`src/rtl/scan_sequencer.sv`:
```
// Scan sequencer: steps a 3-bit decoder select through up, down, ping-pong or
// single-shot patterns, holding each index for a programmable number of cycles.
module scan_sequencer #(
  parameter int unsigned DIV_W = 16
) (
  input  logic             CLK,
  input  logic             RST_N,
  input  logic             START,
  input  logic             STOP,
  input  logic [1:0]       MODE,
  input  logic [DIV_W-1:0] DIV,
  output logic [2:0]       IN,
  output logic             EN,
  output logic             STEP,
  output logic             BUSY,
  output logic             DONE
);

  typedef enum logic {
    S_IDLE = 1'b0,
    S_RUN  = 1'b1
  } state_t;

  localparam logic [1:0] M_UP     = 2'b00;
  localparam logic [1:0] M_DOWN   = 2'b01;
  localparam logic [1:0] M_PP     = 2'b10;
  localparam logic [1:0] M_SINGLE = 2'b11;

  state_t           r_state, w_state;
  logic [DIV_W-1:0] r_presc, w_presc;
  logic [DIV_W-1:0] r_div,   w_div;
  logic [1:0]       r_mode,  w_mode;
  logic             r_dir,   w_dir;   // ping-pong direction, 1 = down
  logic [2:0]       r_idx,   w_idx;
  logic             r_step,  w_step;
  logic             r_done,  w_done;
  logic             r_busy,  w_busy;
  logic             w_tick;

  // Latched divisor is never 0, so DIV-1 cannot underflow and the prescaler never exceeds it.
  assign w_tick = (r_presc == (r_div - DIV_W'(1)));

  always_ff @(posedge CLK or negedge RST_N) begin
    if (!RST_N) begin
      r_state <= S_IDLE;
      r_presc <= '0;
      r_div   <= DIV_W'(1);
      r_mode  <= M_UP;
      r_dir   <= 1'b0;
      r_idx   <= 3'd0;
      r_step  <= 1'b0;
      r_done  <= 1'b0;
      r_busy  <= 1'b0;
    end else begin
      r_state <= w_state;
      r_presc <= w_presc;
      r_div   <= w_div;
      r_mode  <= w_mode;
      r_dir   <= w_dir;
      r_idx   <= w_idx;
      r_step  <= w_step;
      r_done  <= w_done;
      r_busy  <= w_busy;
    end
  end

  always_comb begin
    w_state = r_state;
    w_presc = r_presc;
    w_div   = r_div;
    w_mode  = r_mode;
    w_dir   = r_dir;
    w_idx   = r_idx;
    w_busy  = r_busy;
    w_step  = 1'b0;
    w_done  = 1'b0;

    case (r_state)
      S_IDLE: begin
        if (START && !STOP) begin
          w_state = S_RUN;
          w_mode  = MODE;
          w_div   = (DIV == '0) ? DIV_W'(1) : DIV;
          w_presc = '0;
          w_dir   = 1'b0;
          w_idx   = (MODE == M_DOWN) ? 3'd7 : 3'd0;
          w_step  = 1'b1;
          w_busy  = 1'b1;
        end
      end

      S_RUN: begin
        if (STOP) begin
          w_state = S_IDLE;
          w_presc = '0;
          w_busy  = 1'b0;
        end else if (w_tick) begin
          w_presc = '0;
          w_step  = 1'b1;
          case (r_mode)
            M_UP:   w_idx = r_idx + 3'd1;
            M_DOWN: w_idx = r_idx - 3'd1;
            M_PP: begin
              if (!r_dir) begin
                if (r_idx == 3'd7) begin
                  w_dir = 1'b1;
                  w_idx = 3'd6;
                end else begin
                  w_idx = r_idx + 3'd1;
                end
              end else begin
                if (r_idx == 3'd0) begin
                  w_dir = 1'b0;
                  w_idx = 3'd1;
                end else begin
                  w_idx = r_idx - 3'd1;
                end
              end
            end
            M_SINGLE: begin
              if (r_idx == 3'd7) begin
                w_state = S_IDLE;
                w_busy  = 1'b0;
                w_step  = 1'b0;
                w_done  = 1'b1;
              end else begin
                w_idx = r_idx + 3'd1;
              end
            end
          endcase
        end else begin
          w_presc = r_presc + DIV_W'(1);
        end
      end
    endcase
  end

  assign IN   = r_idx;
  assign EN   = r_busy;
  assign BUSY = r_busy;
  assign STEP = r_step;
  assign DONE = r_done;

endmodule

```
`config.mk`:
```
export PLATFORM = sky130hd
export DESIGN_NAME = scan_sequencer
export DESIGN_NICKNAME = d
export VERILOG_FILES = /design/src/rtl/scan_sequencer.sv
export SDC_FILE = /design/constraint.sdc
export NUM_CORES = 1
export LEC_CHECK = 0
export CAP_MARGIN = 10
export CORE_ASPECT_RATIO = 0.9
export CORE_MARGIN = 3
export CORE_UTILIZATION = 45
export CTS_BUF_LIST = sky130_fd_sc_hd__clkbuf_4 sky130_fd_sc_hd__clkbuf_8
export CTS_CLUSTER_DIAMETER = 200
export DETAILED_ROUTE_END_ITERATION = 8
export PLACE_DENSITY_LB_ADDON = 0.2
export SLEW_MARGIN = 20
export SYNTH_ARGS = -nofsm -noshare
export SYNTH_HDL_FRONTEND = slang
export SYNTH_SLANG_ARGS = --single-unit
export TNS_END_PERCENT = 10
```
`constraint.sdc`:
```
create_clock -name CLK -period 3.63 [get_ports CLK]
set_clock_uncertainty 0.15 [all_clocks]
set_input_delay 0.363 -clock CLK [delete_from_list [all_inputs] [get_ports CLK]]
set_output_delay 0.363 -clock CLK [all_outputs]
set_load 0.005 [all_outputs]
```
## After elaboration in Yosys (flattened, before gate mapping)

Cells that the tools add are included.

| storage, ports and cells | value |
|---|---|
| word-level logic and storage cells | 79 |
| bits in registers | 42 |
| bits of input ports | 22 |

| cells by class | value |
|---|---|
| muxes and demuxes | 42 |
| $add $sub $neg | 4 |
| bitwise gates (word level) | 1 |
| equality and inequality tests | 14 |
| reduce and logical (&&, ||, !) cells | 9 |

Operators with widths:

| cell | number |
|---|---|
| $mux 16 | 4 |
| $pmux 16 s2 | 1 |
| $mux 3 | 8 |
| $mux 1 | 23 |
| $add 16x1->16 const B | 1 |
| $eq 16x16->1 | 1 |
| $logic_not 16->1 | 1 |
| $sub 16x1->16 const B | 1 |
| $pmux 3 s4 | 1 |
| $reduce_and 4->1 | 3 |
| $ne 3x2->1 const B | 3 |
| $pmux 1 s2 | 4 |
| $pmux 3 s2 | 1 |
| $eq 2x1->1 const B | 2 |
| $eq 2x2->1 const B | 2 |
| $ne 2x1->1 const B | 2 |
| $ne 2x2->1 const B | 2 |
| $add 3x1->3 const B | 1 |
| $eq 3x3->1 const B | 1 |
| $logic_not 3->1 | 1 |
| $ne 3x3->1 const B | 1 |
| $sub 3x1->3 const B | 1 |
| $logic_not 2->1 | 1 |
| $reduce_and 2->1 | 1 |
| 3 further kinds | 3 |

## Depth between registers and ports, before layout

Gate-level depths: netlist (run 1).

| depth | value |
|---|---|
| word-level depth | 7 |
| gate-level depth with buffers | 11 |
| gate-level depth less buffers | 10 |

## Least setup slack after synthesis (run 1)

Ideal clock, no wire load.

| path | value |
|---|---|
| path type | flip-flop to flip-flop |
| start point | register r_div[1] |
| end point | register r_presc[10] |
| arrival time | 2789 ps |
| period minus slack after synthesis | 3066 ps |
| stages on the path, launching flop included | 12 |
| buffers on the path | 2 |
| setup slack | 564 ps |
| required time | 3353 ps |
| cell sequence | dfrtp_1 -> inv_1 -> ha_1 -> or3b_1 -> clkbuf_1 -> or3_4 -> a2111oi_4 -> o21ai_1 -> or4_1 -> buf_2 -> a21oi_4 -> nor2_1 |

| on the way | value |
|---|---|
| longest elaborated chain between the ends | 5 |

Ends and longest elaborated chain:

| item | RTL line | source |
|---|---|---|
| start, declared | 31 | `logic [DIV_W-1:0] r_div, w_div;` |
| start signal, assigned | 57 | `r_div <= w_div;` |
| $sub 16x1->16 | 41 | `assign w_tick = (r_presc == (r_div - DIV_W'(1)));` |
| $eq 16x16->1 | 41 |  |
| $mux 16 | 97 | `end else if (w_tick) begin` |
| $mux 16 | 93 | `if (STOP) begin` |
| $pmux 16 s2 | 78 | `case (r_state)` |
| end signal, assigned | 56 | `r_presc <= w_presc;` |
| end, declared | 30 | `logic [DIV_W-1:0] r_presc, w_presc;` |

Every way passes these cells.
A chain may end at the register's enable or synchronous reset.

## Worst setup path after layout (run 1)

| path | value |
|---|---|
| start point | register r_div[1] |
| end point | register r_presc[9] |

Same word-level chain as after synthesis.

==> results by group, run 1 <==
Synthesis
  • Cell variety after synth: 60
  • Ys Warns: 0
  • Syn avg cell area: 9.22 sq um
  • Top cell type's share of synthesized area: 37.4%
  • Main flop type after synthesis: dfrtp_1
  • Largest area contributor in the netlist: dfrtp_1
  • Mapped Area: 2750 sq um
  • Synth area leaders: dfrtp_1 (37%), xnor2_1 (7.0%), mux2_2 (5.3%)
  • Syn nets: 331
  • Asr flop ratio synth: 100%
  • Seq/Total Area, Yosys: 38.3%
  • Post-synth EDFFs: 0
  • #FFs+latches synth: 42
  • Post-Synthesis Cells: 298

Floorplan
  • Core ar.: 5790 sq um
  • I/O Pins: 29
  • DIE AREA: 7080 sq um
  • Initial Utilization: 47.4%
  • Die Y: 80.1 um
  • Row Count: 26
  • Die width: 88.4 um

STA
  • Final setup viols: 0
  • Final Hold Vio Count: 0
  • RSZ-0062 raised after global routing: false
  • Highest Clock Rate: 303 MHz
  • Worst hold slack: 78.3 ps
  • Post-route setup slack: 332 ps
  • Final Max Slew Viols: 0
  • Min Tclk post-route: 3300 ps
  • Final period util: 90.9%
  • Slew of the pin with the lowest slew margin: 970 ps
  • Slew headroom: 35.3%
  • Setup TNS Final: 0 ps

Power
  • Pwr Density: 411 nW/um^2
  • Max VDD drop: 301 uV
  • LEAKAGE: 1.28 nW

Critical path
  • Crit Path Category: flop to flop
  • Max stage delay on crit path: 560 ps
  • Slowest cell on crit path: or4_1
  • Req. time, crit path: 3650 ps
  • Startpoint types: flop
  • Cells along the critical path: inv_1 > ha_1 > or3b_1 > or3_4 > a2111oi_4 > o21ai_1 > or4_1 > a21oi_4 > nor2_1
  • Register-to-Register Path Depth: 9
  • CP endpoint kind: flop
  • Critical Path AT: 3310 ps
  • CP max FO: 10

Layout
  • Commonest non-fill, non-tap cell in the layout: dfrtp_1
  • Most frequent cells in the layout: dfrtp_1 (41), clkdlybuf4s50_1 (27), nor2_1 (25), xnor2_1 (22)
  • Filler instances: 539
  • Layout Nets: 357
  • Share of layout cells above drive strength 1: 11.1%
  • Diodes inserted: 0
  • Layout area overhead: 16.3%

Global route
  • Antenna violations before repair: 0
  • Total track usage: 18.0%
  • Vias in the first global route: 2021
  • First-pass GRT wire length: 9.96 mm
  • Largest net degree at the start of global routing: 43
  • Grt ovf: 0

CTS
  • Clk_lat worst skew: 290 ps
  • Num CTS Buffers: 5
  • # H-tree levels: 2
  • CTS tree: done
  • # hold bufs at CTS: 0
  • Postcts setup bufs: 0
  • Root buf cell: clkbuf_8
  • Worst-path clk slew: 80 ps
  • Clock sinks: 42
  • Post-CTS resize count: 0
  • Worst-case clock buffer depth: 2

Job
  • Max-Cap Viols: 0

Placed design
  • DPL Wire Length: 4.41 mm
  • DP Worst Slack: 335 ps
  • PortBufs: 28
  • Final Wtd Congestion: 0.816

Outcome
  • Status: finished clean

Worst hold path
  • Hold Path Class: primary input to asynchronous set/reset pin

Detailed routing
  • TritonRoute pass-1 iters: 4
  • Routed WL per cell: 14.6 um
  • Starting DRC count in detailed routing: 119
  • Antenna-violating nets left: 0
  • DR vias: 2175
  • Residual DRC count: 0
  • Total Wirelength: 5.76 mm
  • Vias per std cell: 5.51
-- registers in the layout, summed over array words and instances, names as in the netlist, 2 cells and up --
signal / flops
r_mode: 2
r_presc: 16
r_div: 16
IN: 3
-- per-layer routing --
metal / share of wire [%] / track usage (%) / vias to the layer above
met3: 3.8 / 4.72 / 4
li1: - / - / 1112
met1: 54 / 28.7 / 1018
met2: 42 / 24.4 / 41
met5: 0 / 0 / -
met4: 0.42 / 3.02 / 0
-- power by group --
part           switching, mW  internal [mW]
logic                  0.173          0.189
clock network          0.161          0.192
registers             0.0781          0.521
-- final timing paths --
check / start / to / slack, ps
hold / removal: RST_N / r_presc[5] / 80
min in group CLK: r_div[0] / r_div[0] / 410
max in group asynchronous: RST_N / r_div[5] / 2660
setup reg to reg: r_div[1] / r_presc[9] / 330
setup / recovery: r_div[1] / r_presc[9] / 330
hold reg to reg: r_div[0] / r_div[0] / 410
-- final cells by class --
class                   instances  area [sq um]  share of cell area (%)
well taps                      70          87.6                    2.74
clock buffers                   8           110                    3.45
multi-input cells             222          1550                    48.6
flip-flops and latches         42          1050                    33.0
repair buffers                 34           320                    10.0
inverters                      19          71.3                    2.23
-- worst max-delay path: cells and delay by family (launching register included) --
family,cells,cell delay (ps)
buffers and inverters,1,80
flip-flops,1,410
adder cells (fa/ha/maj),1,210
AO/OA/AOI/OAI,3,790
AND/OR/NAND/NOR,4,1530
-- through the flow --
stage | std cells | power [mW] | cell area (sq um) | util, %
global placement | 387 | 0.965 | 3080 | 53.2
finish | 395 | 1.31 | 3190 | 55.1
CTS | 395 | 1.33 | 3190 | 55.1
detailed placement | 387 | 0.970 | 3080 | 53.2
floorplan | 298 | 0.852 | 2750 | -
global route | 395 | 1.41 | 3190 | 55.1
-- cell families after synthesis --
group                    count (synthesis)  synth area share (%)
AO/OA/AOI/OAI                           59                  14.7
XOR/XNOR                                29                  9.25
adder cells (fa/ha/maj)                 11                  5.01
buffers and inverters                   34                  5.19
flip-flops                              42                  38.3
multiplexers                            16                  6.42
AND/OR/NAND/NOR                        107                  21.1
-- cell usage after synthesis, drive strengths merged, types with 2 or more instances --
master / instances
buf: 6
xnor2: 22
or4: 3
nand4: 2
a2111oi: 2
and3b: 2
a31oi: 4
o21ai: 22
inv: 19
o22ai: 3
xor2: 7
nor2b: 5
and3: 5
a21oi: 10
nor4: 9
clkbuf: 9
mux2: 13
nand3b: 3
nor3b: 3
nor2: 25
ha: 11
mux2i: 3
nand2: 20
o211ai: 2
dfrtp: 41
nor3: 6
a21o: 2
or3b: 2
nand2b: 4
nand3: 11
o311a: 2
or3: 2
(Power assumes the default switching activity.)
==> run 2: changes to the inputs <==
Settings changed: RECOVER_POWER from default to 100.
==> run 2 against run 1 <==
The flow now finishes with violations (capacitance limit, slew limit). Wire length shrank 0.12%. Maximum frequency shrank 1.3%. First-iteration DRC count shrank 0.84%. Worst hold slack gained 330 ps. Cell count is the same. Sequential share of layout area grew 0.18 points. Critical path type unchanged.
==> results by group, run 2 (synthesis gave the netlist of run 1 again) <==
Worst hold path
  • Hold depth: 2
  • Hold Path Class: flop to flop (was primary input to asynchronous set/reset pin)
  • Worst min-delay path endpoint: r_div[0]
  • Hold Startpoint: r_div[0]

Detailed routing
  • TritonRoute pass-1 iters: 4 (unchanged)
  • Residual DRC count: 0 (unchanged)
  • DR vias: 2162 (was 2175)
  • Routed WL per cell: 14.6 um (about the same)
  • Starting DRC count in detailed routing: 118 (was 119)
  • Antenna-violating nets left: 0 (unchanged)
  • Vias per std cell: 5.47 (was 5.51)
  • Total Wirelength: 5.75 mm (was 5.76 mm)

Floorplan
  • Row Count: 26 (unchanged)
  • Initial Utilization: 47.4% (unchanged)
  • Die Y: 80.1 um (unchanged)
  • DIE AREA: 7080 sq um (unchanged)
  • Die width: 88.4 um (unchanged)
  • Core ar.: 5790 sq um (unchanged)
  • I/O Pins: 29 (unchanged)

Power
  • Pwr Density: 411 nW/um^2 (about the same)
  • LEAKAGE: 1.27 nW (was 1.28 nW)
  • Max VDD drop: 302 uV (was 301 uV)

Layout
  • Share of layout cells above drive strength 1: 9.54% (was 11.1%)
  • Diodes inserted: 0 (unchanged)
  • Final Instance Count excl. Fillers: 395 (unchanged)
  • Commonest non-fill, non-tap cell in the layout: dfrtp_1 (unchanged)
  • Layout area overhead: 15.6% (was 16.3%)
  • Most frequent cells in the layout: dfrtp_1 (41), nor2_1 (25), xnor2_1 (22), o21ai_0 (21), nand2_1 (20) (was dfrtp_1 (41), clkdlybuf4s50_1 (27), nor2_1 (25), xnor2_1 (22))
  • Layout Nets: 357 (unchanged)

Critical path
  • Reg2Reg Launch Point: r_div[1] (unchanged)
  • Register-to-Register Path Depth: 9 (unchanged)
  • Crit Path Category: flop to flop (unchanged)
  • Startpoint types: flop (unchanged)
  • CP endpoint kind: flop (unchanged)
  • Req. time, crit path: 3650 ps (about the same)
  • CP max FO: 10 (unchanged)
  • FF-to-FF setup slack: 290 ps (was 330 ps)
  • Critical Path AT: 3360 ps (was 3310 ps)
  • Worst reg2reg path endpoint: r_presc[9] (unchanged)

STA
  • Slew of the pin with the lowest slew margin: 2310 ps (was 970 ps)
  • Min Tclk post-route: 3340 ps (was 3300 ps)
  • Final period util: 92.0% (was 90.9%)
  • Setup TNS Final: 0 ps (unchanged)
  • Highest Clock Rate: 299 MHz (was 303 MHz)
  • Slew headroom: -53.8% (was 35.3%)
  • Final Hold Vio Count: 0 (unchanged)
  • Final setup viols: 0 (unchanged)
  • RSZ-0062 raised after global routing: false (unchanged)
  • Final Max Slew Viols: 43 (was 0)

Placed design
  • PortBufs: 28 (unchanged)
  • Final Wtd Congestion: 0.816 (unchanged)
  • DPL Wire Length: 4.41 mm (unchanged)
  • DP Cell Count: 387 (unchanged)

CTS
  • Num CTS Buffers: 5 (unchanged)
  • # H-tree levels: 2 (unchanged)
  • Worst-case clock buffer depth: 2 (unchanged)
  • # hold bufs at CTS: 0 (unchanged)
  • Clk_lat worst skew: 290 ps (about the same)
  • Postcts setup bufs: 0 (unchanged)
  • Post-CTS resize count: 0 (unchanged)
  • Clock sinks: 42 (unchanged)
  • CTS tree: done (unchanged)
  • Root buf cell: clkbuf_8 (unchanged)
  • Worst-path clk slew: 80 ps (about the same)

Global route
  • First-pass GRT wire length: 9.96 mm (unchanged)
  • Largest net degree at the start of global routing: 43 (unchanged)
  • Antenna violations before repair: 0 (unchanged)
  • Grt ovf: 0 (unchanged)
  • Total track usage: 18.0% (unchanged)
  • Vias in the first global route: 2021 (unchanged)

Outcome
  • Failing checks: capacitance limit, slew limit
  • Status: finished, violations left (was finished clean)

Job
  • Max-Cap Viols: 1 (was 0)
[run 2: changes by cell type in the layout (fill, tap and decap cells not counted), moves of 3 or more]
cell             change
buf_4                -3
clkdlybuf4s50_1      -8
clkbuf_1             +4
dlygate4sd3_1        +8
[run 2: through the flow]
step,worst slack (ps),hold WS (ps),power (mW),util [%],area (sq um)
global placement,415,394,0.965,53.2,3080
global route,54.6,423,1.40,54.8,3180
floorplan,564,-82.6,0.852,-,2750
finish,289,411,1.31,54.8,3180
detailed placement,335,397,0.970,53.2,3080
CTS,307,102,1.33,55.1,3190
[run 2: layout make-up]
type | instances | area [sq um]
multi-input combinational | 222 | 1550
sequential | 42 | 1050
inverter | 19 | 71.3
clock buffer | 8 | 110
tap | 70 | 87.6
fill | 544 | 2620
timing repair buffer | 34 | 308
[run 2: worst max-delay path: stages (launching register included)]
cell	delay, ps
dfrtp_1	410
inv_1	80
ha_1	210
or3b_1	460
or3_1	430
a2111oi_4	370
o21ai_0	110
or4_1	560
a21oi_4	350
nor2_1	90
[run 2: per-layer routing]
layer	GRT usage, %	share of wire (%)	up-vias
li1	-	-	1109
met1	28.7	53	1014
met2	24.4	42	35
met3	4.72	4.3	4
met4	3.02	0.42	0
met5	0	0	-
[run 2: worst max-delay path by stage]
| stage | start | end | cells after the start |
|---|---|---|---|
| floorplan | r_div[1] | r_presc[10] | 11 |
| global placement | r_div[1] | r_presc[14] | 9 |
| detailed placement | r_div[1] | r_presc[9] | 9 |
| CTS | r_div[1] | r_presc[9] | 9 |
| global route | r_div[1] | r_presc[10] | 9 |
| finish | r_div[1] | r_presc[9] | 9 |
[run 2: report_power, final]
| group | internal, mW | leakage (nW) | switching (mW) |
|---|---|---|---|
| registers | 0.521 | 0.535 | 0.0775 |
| logic | 0.182 | 0.675 | 0.173 |
| clock network | 0.192 | 0.0575 | 0.161 |
| total | 0.895 | 1.27 | 0.411 |
==> run 3: changes to the inputs <==
Settings changed: CELL_PAD_IN_SITES_DETAIL_PLACEMENT from default to 0, CELL_PAD_IN_SITES_GLOBAL_PLACEMENT from default to 1.
==> run 3 against run 2 <==
The flow still finishes with violations (capacitance limit, slew limit). Core utilization down 0.65 points. Total power shrank 3.9%. Maximum frequency up 0.73%. Wire length up 0.64%. First-iteration DRC count grew 9.3%. Largest cell class unchanged. Count of clock-buffer cells in the layout decreased by 1. Highest routed layer unchanged. Cell count fell by 0.76%. Sequential share of layout area is 0.40 points higher. Worst setup slack gained 24 ps. Die area unchanged. Sequential power is essentially flat. Critical endpoint is now r_presc[13].
==> results by group, run 3 (synthesis gave the netlist of run 1 again) <==
Power
  • Max VDD drop: 226 uV (was 302 uV)
  • Pwr Density: 400 nW/um^2 (was 411 nW/um^2)
  • LEAKAGE: 1.25 nW (was 1.27 nW)

Detailed routing
  • DR vias: 2134 (was 2162)
  • Vias per std cell: 5.44 (was 5.47)
  • TritonRoute pass-1 iters: 4 (unchanged)
  • Total Wirelength: 5.79 mm (was 5.75 mm)
  • Starting DRC count in detailed routing: 129 (was 118)
  • Residual DRC count: 0 (unchanged)
  • Antenna-violating nets left: 0 (unchanged)
  • Routed WL per cell: 14.8 um (was 14.6 um)

STA
  • RSZ-0062 raised after global routing: false (unchanged)
  • Post-route setup slack: 313 ps (was 289 ps)
  • Final Hold Vio Count: 0 (unchanged)
  • Highest Clock Rate: 301 MHz (was 299 MHz)
  • Final setup viols: 0 (unchanged)
  • Setup TNS Final: 0 ps (unchanged)
  • Slew of the pin with the lowest slew margin: 2280 ps (was 2310 ps)
  • Final Max Slew Viols: 43 (unchanged)
  • Worst hold slack: 417 ps (was 411 ps)
  • Slew headroom: -52.1% (was -53.8%)
  • Min Tclk post-route: 3320 ps (was 3340 ps)
  • Final period util: 91.4% (was 92.0%)

Floorplan
  • Die Y: 80.1 um (unchanged)
  • Core ar.: 5790 sq um (unchanged)
  • Row Count: 26 (unchanged)
  • Initial Utilization: 47.4% (unchanged)
  • DIE AREA: 7080 sq um (unchanged)
  • Die width: 88.4 um (unchanged)
  • I/O Pins: 29 (unchanged)

CTS
  • Post-CTS resize count: 0 (unchanged)
  • Clk_lat worst skew: 290 ps (about the same)
  • Postcts setup bufs: 0 (unchanged)
  • Num CTS Buffers: 5 (unchanged)
  • Root buf cell: clkbuf_8 (unchanged)
  • Clock sinks: 42 (unchanged)
  • # hold bufs at CTS: 0 (unchanged)
  • Worst-path clk slew: 70 ps (was 80 ps)
  • # H-tree levels: 2 (unchanged)
  • CTS tree: done (unchanged)
  • Worst-case clock buffer depth: 2 (unchanged)

Critical path
  • CP endpoint kind: flop (unchanged)
  • Crit Path Category: flop to flop (unchanged)
  • Register-to-Register Path Depth: 9 (unchanged)
  • Critical Path AT: 3330 ps (was 3360 ps)
  • CP max FO: 10 (unchanged)
  • Startpoint types: flop (unchanged)
  • Req. time, crit path: 3650 ps (about the same)

Global route
  • Largest net degree at the start of global routing: 43 (unchanged)
  • Vias in the first global route: 2067 (was 2021)
  • First-pass GRT wire length: 10.2 mm (was 9.96 mm)
  • Total track usage: 18.4% (was 18.0%)
  • Grt ovf: 0 (unchanged)
  • Antenna violations before repair: 0 (unchanged)

Job
  • Max-Cap Viols: 1 (unchanged)

Layout
  • Layout Nets: 355 (was 357)
  • Share of layout cells above drive strength 1: 9.01% (was 9.54%)
  • Post-route cell area: 3140 sq um (was 3180 sq um)
  • Diodes inserted: 0 (unchanged)
  • Most frequent cells in the layout: dfrtp_1 (41), nor2_1 (25), xnor2_1 (22), o21ai_0 (20), nand2_1 (20) (was dfrtp_1 (41), nor2_1 (25), xnor2_1 (22), o21ai_0 (21), nand2_1 (20))
  • Filler instances: 550 (was 544)
  • Layout area overhead: 14.3% (was 15.6%)
  • Final Instance Count excl. Fillers: 392 (was 395)
  • Commonest non-fill, non-tap cell in the layout: dfrtp_1 (unchanged)

Worst hold path
  • Hold depth: 2 (unchanged)
  • Hold Path Class: flop to flop (unchanged)

Placed design
  • Final Wtd Congestion: 0.823 (was 0.816)
  • Placed Area: 3070 sq um (was 3080 sq um)
  • PortBufs: 28 (unchanged)
  • DPL Wire Length: 4.48 mm (was 4.41 mm)
  • DP Cell Count: 385 (was 387)
  • DP Worst Slack: 338 ps (was 335 ps)

Outcome
  • Status: finished, violations left (unchanged)
  • Failing checks: capacitance limit, slew limit (unchanged)
-- run 3: changes by cell type in the layout (fill, tap and decap cells not counted), sizes merged --
cell	previous run	this run
buf	3	2
clkbuf	12	10
-- run 3: worst max-delay path, stage by stage (launching register included) --
cell	delay, ps
dfrtp_1	410
inv_1	90
ha_1	210
or3b_1	460
or3_1	430
a2111oi_4	380
o21ai_1	90
or4_1	550
a21oi_4	340
nor2_1	90
-- run 3: metrics by stage --
step                      util, %  total power, mW
after CTS                    54.4             1.28
final                        54.2             1.26
after global placement       53.0            0.966
after detailed placement     53.0            0.973
after floorplan                 -            0.852
after global routing         54.2             1.35
-- run 3: area by class of cell --
class / count / area [sq um] / share of cell area, %
flip-flops and latches: 42 / 1050 / 33.5
inverters: 19 / 71.3 / 2.27
well taps: 70 / 87.6 / 2.79
clock buffers: 7 / 83.8 / 2.67
repair buffers: 32 / 297 / 9.45
multi-input cells: 222 / 1550 / 49.3
-- run 3: worst paths after layout --
path	to	start	slack (ps)
min reg2reg	r_div[0]	r_div[0]	420
max in group asynchronous	r_presc[8]	RST_N	1430
max	r_presc[13]	r_div[1]	310
min in group asynchronous	r_presc[11]	RST_N	590
min	r_div[0]	r_div[0]	420
max reg2reg	r_presc[13]	r_div[1]	310
-- run 3: where the power goes --
part           switching [mW]  internal [mW]  leakage [nW]
sequential             0.0790          0.521         0.535
clock                   0.153          0.148        0.0452
combinational           0.173          0.181         0.669
-- run 3: routing by layer --
| metal | up-vias | share of wire, % | track usage, % |
|---|---|---|---|
| met3 | 2 | 3.3 | 3.08 |
| met4 | 0 | 0.64 | 4.98 |
| li1 | 1105 | - | - |
| met1 | 992 | 56 | 30.2 |
| met5 | - | 0 | 0 |
| met2 | 35 | 40 | 24.1 |
